File: config.mk
export PLATFORM = sky130hd
export DESIGN_NAME = fp_arith_unit
export DESIGN_NICKNAME = d
export VERILOG_FILES = /design/src/rtl/fp_arith_unit.sv
export SDC_FILE = /design/constraint.sdc
export NUM_CORES = 2
export LEC_CHECK = 0
export ABC_CLOCK_PERIOD_IN_PS = 8760
export CAP_MARGIN = 25
export CORE_ASPECT_RATIO = 0.8
export CORE_MARGIN = 8
export CORE_UTILIZATION = 50
export DETAILED_ROUTE_END_ITERATION = 6
export GPL_ROUTABILITY_DRIVEN = 0
export PLACE_DENSITY = 0.67
export SLEW_MARGIN = 25
export SYNTH_ARGS = -nofsm -noshare
export SYNTH_HDL_FRONTEND = slang
export SYNTH_SLANG_ARGS = --single-unit
File: constraint.sdc
create_clock -name clk -period 8.76 [get_ports clk]
set_clock_uncertainty 0.2 [all_clocks]
set_input_delay 1.314 -clock clk [delete_from_list [all_inputs] [get_ports clk]]
set_output_delay 1.314 -clock clk [all_outputs]
set_load 0.02 [all_outputs]
File: src/rtl/fp_arith_unit.sv
// fp_arith_unit: four-rank pipelined floating-point ADD / SUB / MUL.
// The first rank captures the input and the result appears three edges later.
// Rounding is to nearest with ties to even. Denormals are flushed to zero.
// The shared mantissa datapath assumes MAN_W >= 4.
module fp_arith_unit #(
  parameter  int EXP_W      = 8,
  parameter  int MAN_W      = 23,
  localparam int DATA_WIDTH = 1 + EXP_W + MAN_W
) (
  input  logic                  clk,
  input  logic                  resetn,
  input  logic                  valid_in,
  input  logic [1:0]            op,
  input  logic [DATA_WIDTH-1:0] in1,
  input  logic [DATA_WIDTH-1:0] in2,
  output logic [DATA_WIDTH-1:0] result,
  output logic                  valid_out,
  output logic                  overflow,
  output logic                  invalid
);

  localparam int EW2  = EXP_W + 2;
  localparam int MW   = 2 * MAN_W + 2;   // product width, binary point below bit MW-2
  localparam int SW   = MAN_W + 5;       // carry + hidden + fraction + G/R/S
  localparam int BW   = 2 * MAN_W + 4;   // alignment scratch width
  localparam int LZW  = $clog2(MW + 1);
  localparam int BIAS = (1 << (EXP_W - 1)) - 1;
  localparam int EMAX = (1 << EXP_W) - 1;

  localparam logic [1:0] OP_SUB = 2'b01;
  localparam logic [1:0] OP_MUL = 2'b10;
  localparam logic [1:0] OP_RSV = 2'b11;

  localparam logic [DATA_WIDTH-1:0] QNAN = {1'b0, {EXP_W{1'b1}}, 1'b1, {(MAN_W-1){1'b0}}};

  // ---------------- stage 1: unpack, classify, order operands ----------------
  logic               a_s, b_s, x_s, y_s;
  logic [EXP_W-1:0]   a_e, b_e, x_e, y_e;
  logic [MAN_W-1:0]   a_m, b_m, x_m, y_m;
  logic               a_zero, b_zero, a_inf, b_inf, a_nan, b_nan;
  logic               x_zero, y_zero, is_mul, swap;

  logic               s1_valid_d, s1_mul_d, s1_nan_d, s1_inf_d, s1_sign_d, s1_zsign_d, s1_sub_d;
  logic [EW2-1:0]     s1_exp_d;
  logic [EXP_W-1:0]   s1_diff_d;
  logic [MAN_W:0]     s1_ma_d, s1_mb_d;

  logic               s1_valid_q, s1_mul_q, s1_nan_q, s1_inf_q, s1_sign_q, s1_zsign_q, s1_sub_q;
  logic [EW2-1:0]     s1_exp_q;
  logic [EXP_W-1:0]   s1_diff_q;
  logic [MAN_W:0]     s1_ma_q, s1_mb_q;

  // Split fields, classify, flip SUB sign, order ADD/SUB operands by magnitude.
  always_comb begin
    a_s    = in1[DATA_WIDTH-1];
    a_e    = in1[DATA_WIDTH-2 -: EXP_W];
    a_m    = in1[MAN_W-1:0];
    b_s    = in2[DATA_WIDTH-1] ^ (op == OP_SUB);
    b_e    = in2[DATA_WIDTH-2 -: EXP_W];
    b_m    = in2[MAN_W-1:0];
    a_zero = (a_e == '0);
    b_zero = (b_e == '0);
    a_inf  = (a_e == '1) && (a_m == '0);
    b_inf  = (b_e == '1) && (b_m == '0);
    a_nan  = (a_e == '1) && (a_m != '0);
    b_nan  = (b_e == '1) && (b_m != '0);
    is_mul = (op == OP_MUL);
    swap   = !is_mul && ({b_e, b_m} > {a_e, a_m});

    x_s    = swap ? b_s : a_s;
    x_e    = swap ? b_e : a_e;
    x_m    = swap ? b_m : a_m;
    y_s    = swap ? a_s : b_s;
    y_e    = swap ? a_e : b_e;
    y_m    = swap ? a_m : b_m;
    x_zero = (x_e == '0);
    y_zero = (y_e == '0);

    s1_valid_d = valid_in;
    s1_mul_d   = is_mul;
    s1_nan_d   = a_nan | b_nan | (op == OP_RSV) |
                 (is_mul ? ((a_zero & b_inf) | (a_inf & b_zero))
                         : (a_inf & b_inf & (a_s != b_s)));
    s1_inf_d   = a_inf | b_inf;
    s1_sign_d  = is_mul ? (a_s ^ b_s) : x_s;
    // Exact cancellation gives +0; only -0 + -0 keeps the negative sign.
    s1_zsign_d = is_mul ? (a_s ^ b_s) : (a_zero & b_zero & a_s & b_s);
    s1_sub_d   = x_s ^ y_s;
    s1_exp_d   = is_mul ? (EW2'(a_e) + EW2'(b_e) - EW2'(BIAS)) : EW2'(x_e);
    s1_diff_d  = x_e - y_e;
    s1_ma_d    = x_zero ? '0 : {1'b1, x_m};
    s1_mb_d    = y_zero ? '0 : {1'b1, y_m};
  end

  // Rank 1 register.
  always_ff @(posedge clk or negedge resetn) begin
    if (!resetn) begin
      s1_valid_q <= 1'b0;
      s1_mul_q   <= 1'b0;
      s1_nan_q   <= 1'b0;
      s1_inf_q   <= 1'b0;
      s1_sign_q  <= 1'b0;
      s1_zsign_q <= 1'b0;
      s1_sub_q   <= 1'b0;
      s1_exp_q   <= '0;
      s1_diff_q  <= '0;
      s1_ma_q    <= '0;
      s1_mb_q    <= '0;
    end else begin
      s1_valid_q <= s1_valid_d;
      s1_mul_q   <= s1_mul_d;
      s1_nan_q   <= s1_nan_d;
      s1_inf_q   <= s1_inf_d;
      s1_sign_q  <= s1_sign_d;
      s1_zsign_q <= s1_zsign_d;
      s1_sub_q   <= s1_sub_d;
      s1_exp_q   <= s1_exp_d;
      s1_diff_q  <= s1_diff_d;
      s1_ma_q    <= s1_ma_d;
      s1_mb_q    <= s1_mb_d;
    end
  end

  // ---------------- stage 2: align + add/sub, or multiply ----------------
  logic [EXP_W-1:0] sh;
  logic [BW-1:0]    big, big_sh;
  logic [SW-1:0]    a_al, b_al, sum;
  logic [MW-1:0]    prod;
  logic [MW-1:0]    s2_m_d, s2_m_q;
  logic [EW2-1:0]   s2_exp_q;
  logic             s2_valid_q, s2_nan_q, s2_inf_q, s2_sign_q, s2_zsign_q;

  // Shift the smaller mantissa right keeping G/R/S and map both paths onto one format.
  always_comb begin
    if (int'(s1_diff_q) > MAN_W + 3) sh = EXP_W'(MAN_W + 3);
    else                             sh = s1_diff_q;
    big    = {s1_mb_q, {(MAN_W+3){1'b0}}};
    big_sh = big >> sh;
    a_al   = {1'b0, s1_ma_q, 3'b000};
    b_al   = {1'b0, big_sh[BW-1 -: MAN_W+3], |big_sh[MAN_W:0]};
    sum    = s1_sub_q ? (a_al - b_al) : (a_al + b_al);
    prod   = MW'(s1_ma_q) * MW'(s1_mb_q);
    s2_m_d = s1_mul_q ? prod : {sum, {(MAN_W-3){1'b0}}};
  end

  // Rank 2 register.
  always_ff @(posedge clk or negedge resetn) begin
    if (!resetn) begin
      s2_valid_q <= 1'b0;
      s2_nan_q   <= 1'b0;
      s2_inf_q   <= 1'b0;
      s2_sign_q  <= 1'b0;
      s2_zsign_q <= 1'b0;
      s2_exp_q   <= '0;
      s2_m_q     <= '0;
    end else begin
      s2_valid_q <= s1_valid_q;
      s2_nan_q   <= s1_nan_q;
      s2_inf_q   <= s1_inf_q;
      s2_sign_q  <= s1_sign_q;
      s2_zsign_q <= s1_zsign_q;
      s2_exp_q   <= s1_exp_q;
      s2_m_q     <= s2_m_d;
    end
  end

  // ---------------- stage 3: normalise ----------------
  // A leading-zero count of 0 is the 1-bit right shift (carry or product >= 2).
  // Larger counts are the left shift after cancellation.
  logic [LZW-1:0]   lzc;
  logic [MW-1:0]    s3_n_d, s3_n_q;
  logic [EW2-1:0]   s3_exp_d, s3_exp_q;
  logic             s3_zero_d;
  logic             s3_valid_q, s3_nan_q, s3_inf_q, s3_sign_q, s3_zsign_q, s3_zero_q;

  // Count leading zeros and move the leading one to the top bit.
  always_comb begin
    lzc = LZW'(MW);
    for (int i = 0; i < MW; i++) begin
      if (s2_m_q[i]) lzc = LZW'(MW - 1 - i);
    end
    s3_zero_d = (s2_m_q == '0);
    s3_n_d    = s2_m_q << lzc;
    s3_exp_d  = s2_exp_q + EW2'(1) - EW2'(lzc);
  end

  // Rank 3 register.
  always_ff @(posedge clk or negedge resetn) begin
    if (!resetn) begin
      s3_valid_q <= 1'b0;
      s3_nan_q   <= 1'b0;
      s3_inf_q   <= 1'b0;
      s3_sign_q  <= 1'b0;
      s3_zsign_q <= 1'b0;
      s3_zero_q  <= 1'b0;
      s3_exp_q   <= '0;
      s3_n_q     <= '0;
    end else begin
      s3_valid_q <= s2_valid_q;
      s3_nan_q   <= s2_nan_q;
      s3_inf_q   <= s2_inf_q;
      s3_sign_q  <= s2_sign_q;
      s3_zsign_q <= s2_zsign_q;
      s3_zero_q  <= s3_zero_d;
      s3_exp_q   <= s3_exp_d;
      s3_n_q     <= s3_n_d;
    end
  end

  // ---------------- stage 4: round, special cases, pack ----------------
  logic [MAN_W-1:0]      frac;
  logic                  g_bit, s_bit, rnd;
  logic [MAN_W:0]        mant_r;
  logic [EW2-1:0]        exp_r;
  logic [DATA_WIDTH-1:0] result_d, result_q;
  logic                  ovf_raw, inv_raw;
  logic                  valid_out_q, overflow_d, overflow_q, invalid_d, invalid_q;

  // Round to nearest even, absorb the rounding carry, then apply special-case priority.
  always_comb begin
    frac     = s3_n_q[MW-2 -: MAN_W];
    g_bit    = s3_n_q[MW-2-MAN_W];
    s_bit    = |s3_n_q[MW-3-MAN_W:0];
    rnd      = g_bit & (s_bit | frac[0]);
    mant_r   = {1'b0, frac} + {{MAN_W{1'b0}}, rnd};
    exp_r    = s3_exp_q + {{(EW2-1){1'b0}}, mant_r[MAN_W]};
    result_d = {s3_sign_q, exp_r[EXP_W-1:0], mant_r[MAN_W-1:0]};
    ovf_raw  = 1'b0;
    inv_raw  = 1'b0;
    if (s3_nan_q) begin
      result_d = QNAN;
      inv_raw  = 1'b1;
    end else if (s3_inf_q) begin
      result_d = {s3_sign_q, {EXP_W{1'b1}}, {MAN_W{1'b0}}};
    end else if (s3_zero_q) begin
      result_d = {s3_zsign_q, {(EXP_W+MAN_W){1'b0}}};
    end else if (!exp_r[EW2-1] && (exp_r >= EW2'(EMAX))) begin
      result_d = {s3_sign_q, {EXP_W{1'b1}}, {MAN_W{1'b0}}};
      ovf_raw  = 1'b1;
    end else if (exp_r[EW2-1] || (exp_r == '0)) begin
      result_d = {s3_sign_q, {(EXP_W+MAN_W){1'b0}}};
    end
    overflow_d = s3_valid_q & ovf_raw;
    invalid_d  = s3_valid_q & inv_raw;
  end

  // Output register.
  always_ff @(posedge clk or negedge resetn) begin
    if (!resetn) begin
      result_q    <= '0;
      valid_out_q <= 1'b0;
      overflow_q  <= 1'b0;
      invalid_q   <= 1'b0;
    end else begin
      result_q    <= result_d;
      valid_out_q <= s3_valid_q;
      overflow_q  <= overflow_d;
      invalid_q   <= invalid_d;
    end
  end

  assign result    = result_q;
  assign valid_out = valid_out_q;
  assign overflow  = overflow_q;
  assign invalid   = invalid_q;

endmodule

-- Word-level counts from Yosys, hierarchy flattened
Index checks and enable logic that the tools add are counted.
- add/sub/neg operators: 9
- $mul: 1
- order comparisons: 3
- eq/ne operators: 6
- shifts and indexed selects: 2
- mux-type cells: 73
- bitwise logic cells: 19
- reduce and logical (&&, ||, !) cells: 21
- operators with widths (kind ; count):
    $mux 6 ; 47
    $mux 32 ; 3
    $mux 31 ; 2
    $shr 50x8->50 ; 1
    $logic_not 48->1 ; 1
    $mul 24x24->48 ; 1
    $mux 24 ; 2
    $mux 48 ; 1
    $shl 48x6->47 ; 1
    $logic_not 23->1 ; 2
    $mux 23 ; 2
    $reduce_bool 23->1 ; 2
    $logic_not 8->1 ; 4
    $gt 31x31->1 ; 1
    $add 27x27->28 ; 1
    $mux 28 ; 1
    $sub 27x27->28 ; 1
    $add 23x1->24 ; 1
    $mux 8 ; 3
    $reduce_or 24->1 ; 1
    $reduce_or 23->1 ; 1
    $eq 8x8->1 const B ; 2
    $add 10x1->10 ; 1
    $add 10x1->10 const B ; 1
    other kinds (19) ; 51
- register bits: 234
- input port bits: 69
- output and inout port bits: 35
- word-level logic and storage cells: 164

-- Depth between registers and ports, before layout
- word-level depth: 49
- depth in mapped cells: 31
- mapped depth without buffers: 29

-- Worst setup path before layout
Ideal clock, no wire load.
- kind: flip-flop to flip-flop
- start: register s1_mb_q[3]
- end: register s2_m_q[47]
- setup time: 0.143 ns
- data arrival time: 7.284 ns
- required time: 8.417 ns
- path slack: 1.132 ns
- stages on the path, launching flop included: 31
- buffers on the path: 2
- clock period less this slack: 7.628 ns
- cell sequence: dfrtp_1 > clkbuf_1 > clkbuf_1 > nand2_1 > fa_1 > inv_1 > fa_1 > fa_1 > inv_1 > fa_1 > inv_1 > fa_1 > inv_1 > fa_1 > inv_1 > fa_1 > ha_1 > o21a_1 > o21a_1 > o21ai_0 > a2111o_1 > a21oi_1 > o311a_1 > a2bb2oi_1 > a221o_1 > a21o_1 > a21oi_1 > o21bai_1 > a21oi_1 > xnor2_1 > a22oi_1
- longest elaborated chain between the ends: 5
- elaborated cells between the ends (all ways): 7
- classes of those cells: add/sub (2); mul (1); shift (1); mux (2); reduce/logical (1)
- RTL lines (item ; line ; source):
    start, declared ; 51 ; logic [MAN_W:0] s1_ma_q, s1_mb_q;
    start signal, assigned ; 120 ; s1_mb_q <= s1_mb_d;
    $shr 50x8->50 ; 138 ; big_sh = big >> sh;
    $reduce_or 24->1 ; 140 ; b_al = {1'b0, big_sh[BW-1 -: MAN_W+3], |big_sh[MAN_W:0]};
    $add 27x27->28 or $sub 27x27->28 (tied branches) ; 141 ; sum = s1_sub_q ? (a_al - b_al) : (a_al + b_al);
    $mux 28 ; 141 ;
    $mux 48 (*) ; 143 ; s2_m_d = s1_mul_q ? prod : {sum, {(MAN_W-3){1'b0}}};
    net s2_m_d[47] ; 129 ; logic [MW-1:0] s2_m_d, s2_m_q;
    end signal, assigned ; 163 ; s2_m_q <= s2_m_d;
    end, declared ; 129 ;
The timed path passes the listed nets; every way through them passes the cells marked *.

-- Worst setup path in the final report
- start: register s1_ma_q[6]
- end: register s2_m_q[47]
- longest elaborated chain between the ends: 3
- elaborated cells between the ends (all ways): 5
- classes of those cells: add/sub (2); mul (1); mux (2)
- RTL lines (item ; line ; source):
    start, declared ; 51 ;
    start signal, assigned ; 119 ; s1_ma_q <= s1_ma_d;
    branches (longest 2 deep; another with $mul 24x24->48) ; -- ;
    $mux 48 (*) ; 143 ;
    net s2_m_d[47] ; 129 ;
Mark *: on every way through the listed nets, which the timed path passes.

==> impl_results.md <==
- Status: completed
- Slew margin rel.: between 20% and 30%
- Peak Freq: between 0.1 and 0.15 GHz
- Hold_ws: approximately 140 ps
- Ys async rst share: 100%
- Core ar.: roughly 72,000 um2
- Slew Viols, Final: 0
- TritonCTS Buffers: 25
- Synth Warn #: 0
- Buffer count from post-CTS setup fixing: 0
- Hold-fix buffers, CTS: 0
- Synth Instances: 4,136
- Global-route wire length before repair: approximately 160,000 um
- Non-filler instance count after layout: 5,113
- Worst Path Required: 8980 ps
- Setup TNS: 0 ps
- Setup-failing EPs final: 0
- Synth top area cells: fa_1 (27%), dfrtp_1 (16%), ha_1 (10%)
- Most frequent CP cell: fa_1
- Post-CTS resize count: 0
- TritonCTS Sinks: around 230
- Crit path DAT: ~8600 ps
- Num ports: about 100
- Die H: about 260 um
- FF/Latch Area: 5860 um2
- Area Overhead vs Synth: 8.55%
- M1 GR Usage: between 30% and 40%
- # fillers: about 6,500
- Met3 Use GR: about 4.6%
- Root Driver: clkbuf_16
- ANT nets after route: 0
- Hold/Removal Path Class: reg2reg
- Main flop type after synthesis: dfrtp_1
- Crit path kind: reg2reg
- Yosys reg bits: around 230
- Maximum net fanout on the critical path: 15
- M2 GR Usage: roughly 39%
- GRT overflow: 0
- Nets: between 4,000 and 5,000
- CP max stage cell: dfrtp_1
- Number of flops mapped to enable cells by yosys: 0
- Post-Route WL: 103,000 um
- Clock tree buffer depth: 3
- Tightest Pin Transition: around 1100 ps
- PortBufs: 103
- RSZ-0062 raised after global routing: no
- Busiest grt layer: met2
- Most common cell in the netlist: inv_1
- Seq/Total Area, Yosys: 16.3%
- Largest net degree at the start of global routing: 130
- All-layer global routing usage: between 20% and 30%
- Synthesized area: 36,000 um2
- Post-DP HPWL: between 80,000 and 90,000 um
- Clock tree from TritonCTS: done
- Synth Area per Inst: 8.71 um2
- Pre-antenna DRT Iters: 7
- Routed WL per cell: between 20 and 25 um
- Die X: between 300 and 400 um
- Max_cap viols: 0
- Synth top cells by count: inv_1 (612), nand2_1 (557), fa_1 (485)
- Vias in the first global route: just under 30,000
- Final core occ: 54.5%
- Initial antenna violation count: 3
- Clk_lat worst skew: a little under 600 ps
- Clock transition at path regs: roughly 70 ps
- Site row count: between 80 and 90
- Fraction of layout cells with a size suffix above 1: between 5 and 6%
- Multi-input gate area: ~27,000 um2
- Iteration-0 DRC Markers: between 2,000 and 3,000
- Final period util: between 90% and 100%
- Netlist cell types: about 90
- Top-area cell type share of the netlist area: 27.0%
- Area of the die: about 81,000 um2
- Yosys top cell by area: fa_1
- Starting Density: between 50% and 60%
- Syn nets: 4,978
- Drt drc: 0
- Setup crit start kind: flip-flop
- Vias: between 20,000 and 30,000
- CP endpoint kind: flip-flop
- Fin. Hold Viols: 0
- Placed insts: 5,066
- CTS H-Tree Depth: 1
- Vias per cell: ~5.8
- CP peak stage delay: a little under 1000 ps
- Min cycle time layout: around 8400 ps
## routing by layer
metal	share of wire (%)	wire length [um]
met1	44	45500
met5	0.013	13
met4	3.2	3260
met2	44	45100
met3	9.0	9340
## final cells by class
type	count	area share [%]
clock inverters	13	0.467
flip-flops and latches	234	15.0
inverters	615	5.90
clock buffers	32	1.77
well taps	945	3.02
repair buffers	205	4.66
diodes	1	0.00640
multi-input cells	3068	69.2
## cell usage in the layout, fill, tap and decap left out, types with 10 or more instances in the layout
cell type,synthesis,layout
a211oi_1,20,20
a21o_1,42,42
a21oi_1,179,179
a221oi_1,17,17
a22o_1,15,15
a22oi_1,21,21
a31oi_1,20,20
and2_1,210,210
and3_1,16,16
buf_4,1,101
clkbuf_16,0,25
clkdlybuf4s50_1,0,102
dfrtp_1,234,233
fa_1,485,485
ha_1,288,288
inv_1,612,612
mux2_2,34,34
mux2i_1,192,190
nand2_1,557,557
nand2b_1,39,39
nand3_1,54,54
nand4_1,22,22
nor2_1,265,262
nor2b_1,29,29
nor3_1,42,42
nor4_1,35,35
o211ai_1,23,23
o21a_1,22,22
o21ai_0,109,109
o21bai_1,29,29
o22ai_1,19,19
o31ai_1,13,12
or2_2,12,12
or3_1,10,10
xnor2_1,71,71
xor2_1,39,39
## sequential cells by signal, summed over array words and instances, names as in the netlist, 8 cells and up
register,flops
s1_ma_q,24
s3_n_q,47
s2_exp_q,10
s1_mb_q,24
s2_m_q,48
s1_exp_q,10
s1_diff_q,8
s3_exp_q,10
result,32
## worst max-delay path: cells and delay by family, from the launching register on
family / cells / cell delay (ps)
adders and majority gates: 8 / 3750
and+or+nand+nor: 1 / 220
AOI/OAI and AO/OA: 13 / 2660
xor gates and xnor gates: 1 / 170
DFF: 1 / 970
buffers and inverters: 5 / 260
## metrics by stage
step	cell area, um2	setup WS [ps]
6_report	39100	359
5_1_grt	39100	40.4
4_1_cts	39100	452
3_5_place_dp	38200	466
3_3_place_gp	38200	603
2_1_floorplan	36000	1130
## final timing paths
path / start / to / slack [ps] / cells past startpoint
min in group asynchronous: resetn / s1_exp_q[9]$_DFF_PN0_ / 400 / 1
worst max register to register: s1_ma_q[6]$_DFF_PN0_ / s2_m_q[47]$_DFF_PN0_ / 360 / 28
worst min register to register: s1_exp_q[0]$_DFF_PN0_ / s2_exp_q[0]$_DFF_PN0_ / 140 / 0
worst min-delay path: s1_exp_q[0]$_DFF_PN0_ / s2_exp_q[0]$_DFF_PN0_ / 140 / 0
worst max-delay path: s1_ma_q[6]$_DFF_PN0_ / s2_m_q[47]$_DFF_PN0_ / 360 / 28
max in group asynchronous: resetn / s3_n_q[0]$_DFF_PN0_ / 6500 / 3
## logic make-up after synthesis
| group | share of synthesized area [%] |
|---|---|
| mux | 6.50 |
| buf+inv | 8.78 |
| flops | 16.3 |
| simple gates | 17.1 |
| xor+xnor | 2.67 |
| fa+ha+maj | 37.0 |
| compound gates | 11.7 |
Power is not shown: default switching activity piles up to over one toggle a cycle in this logic, so the estimate is an artifact.
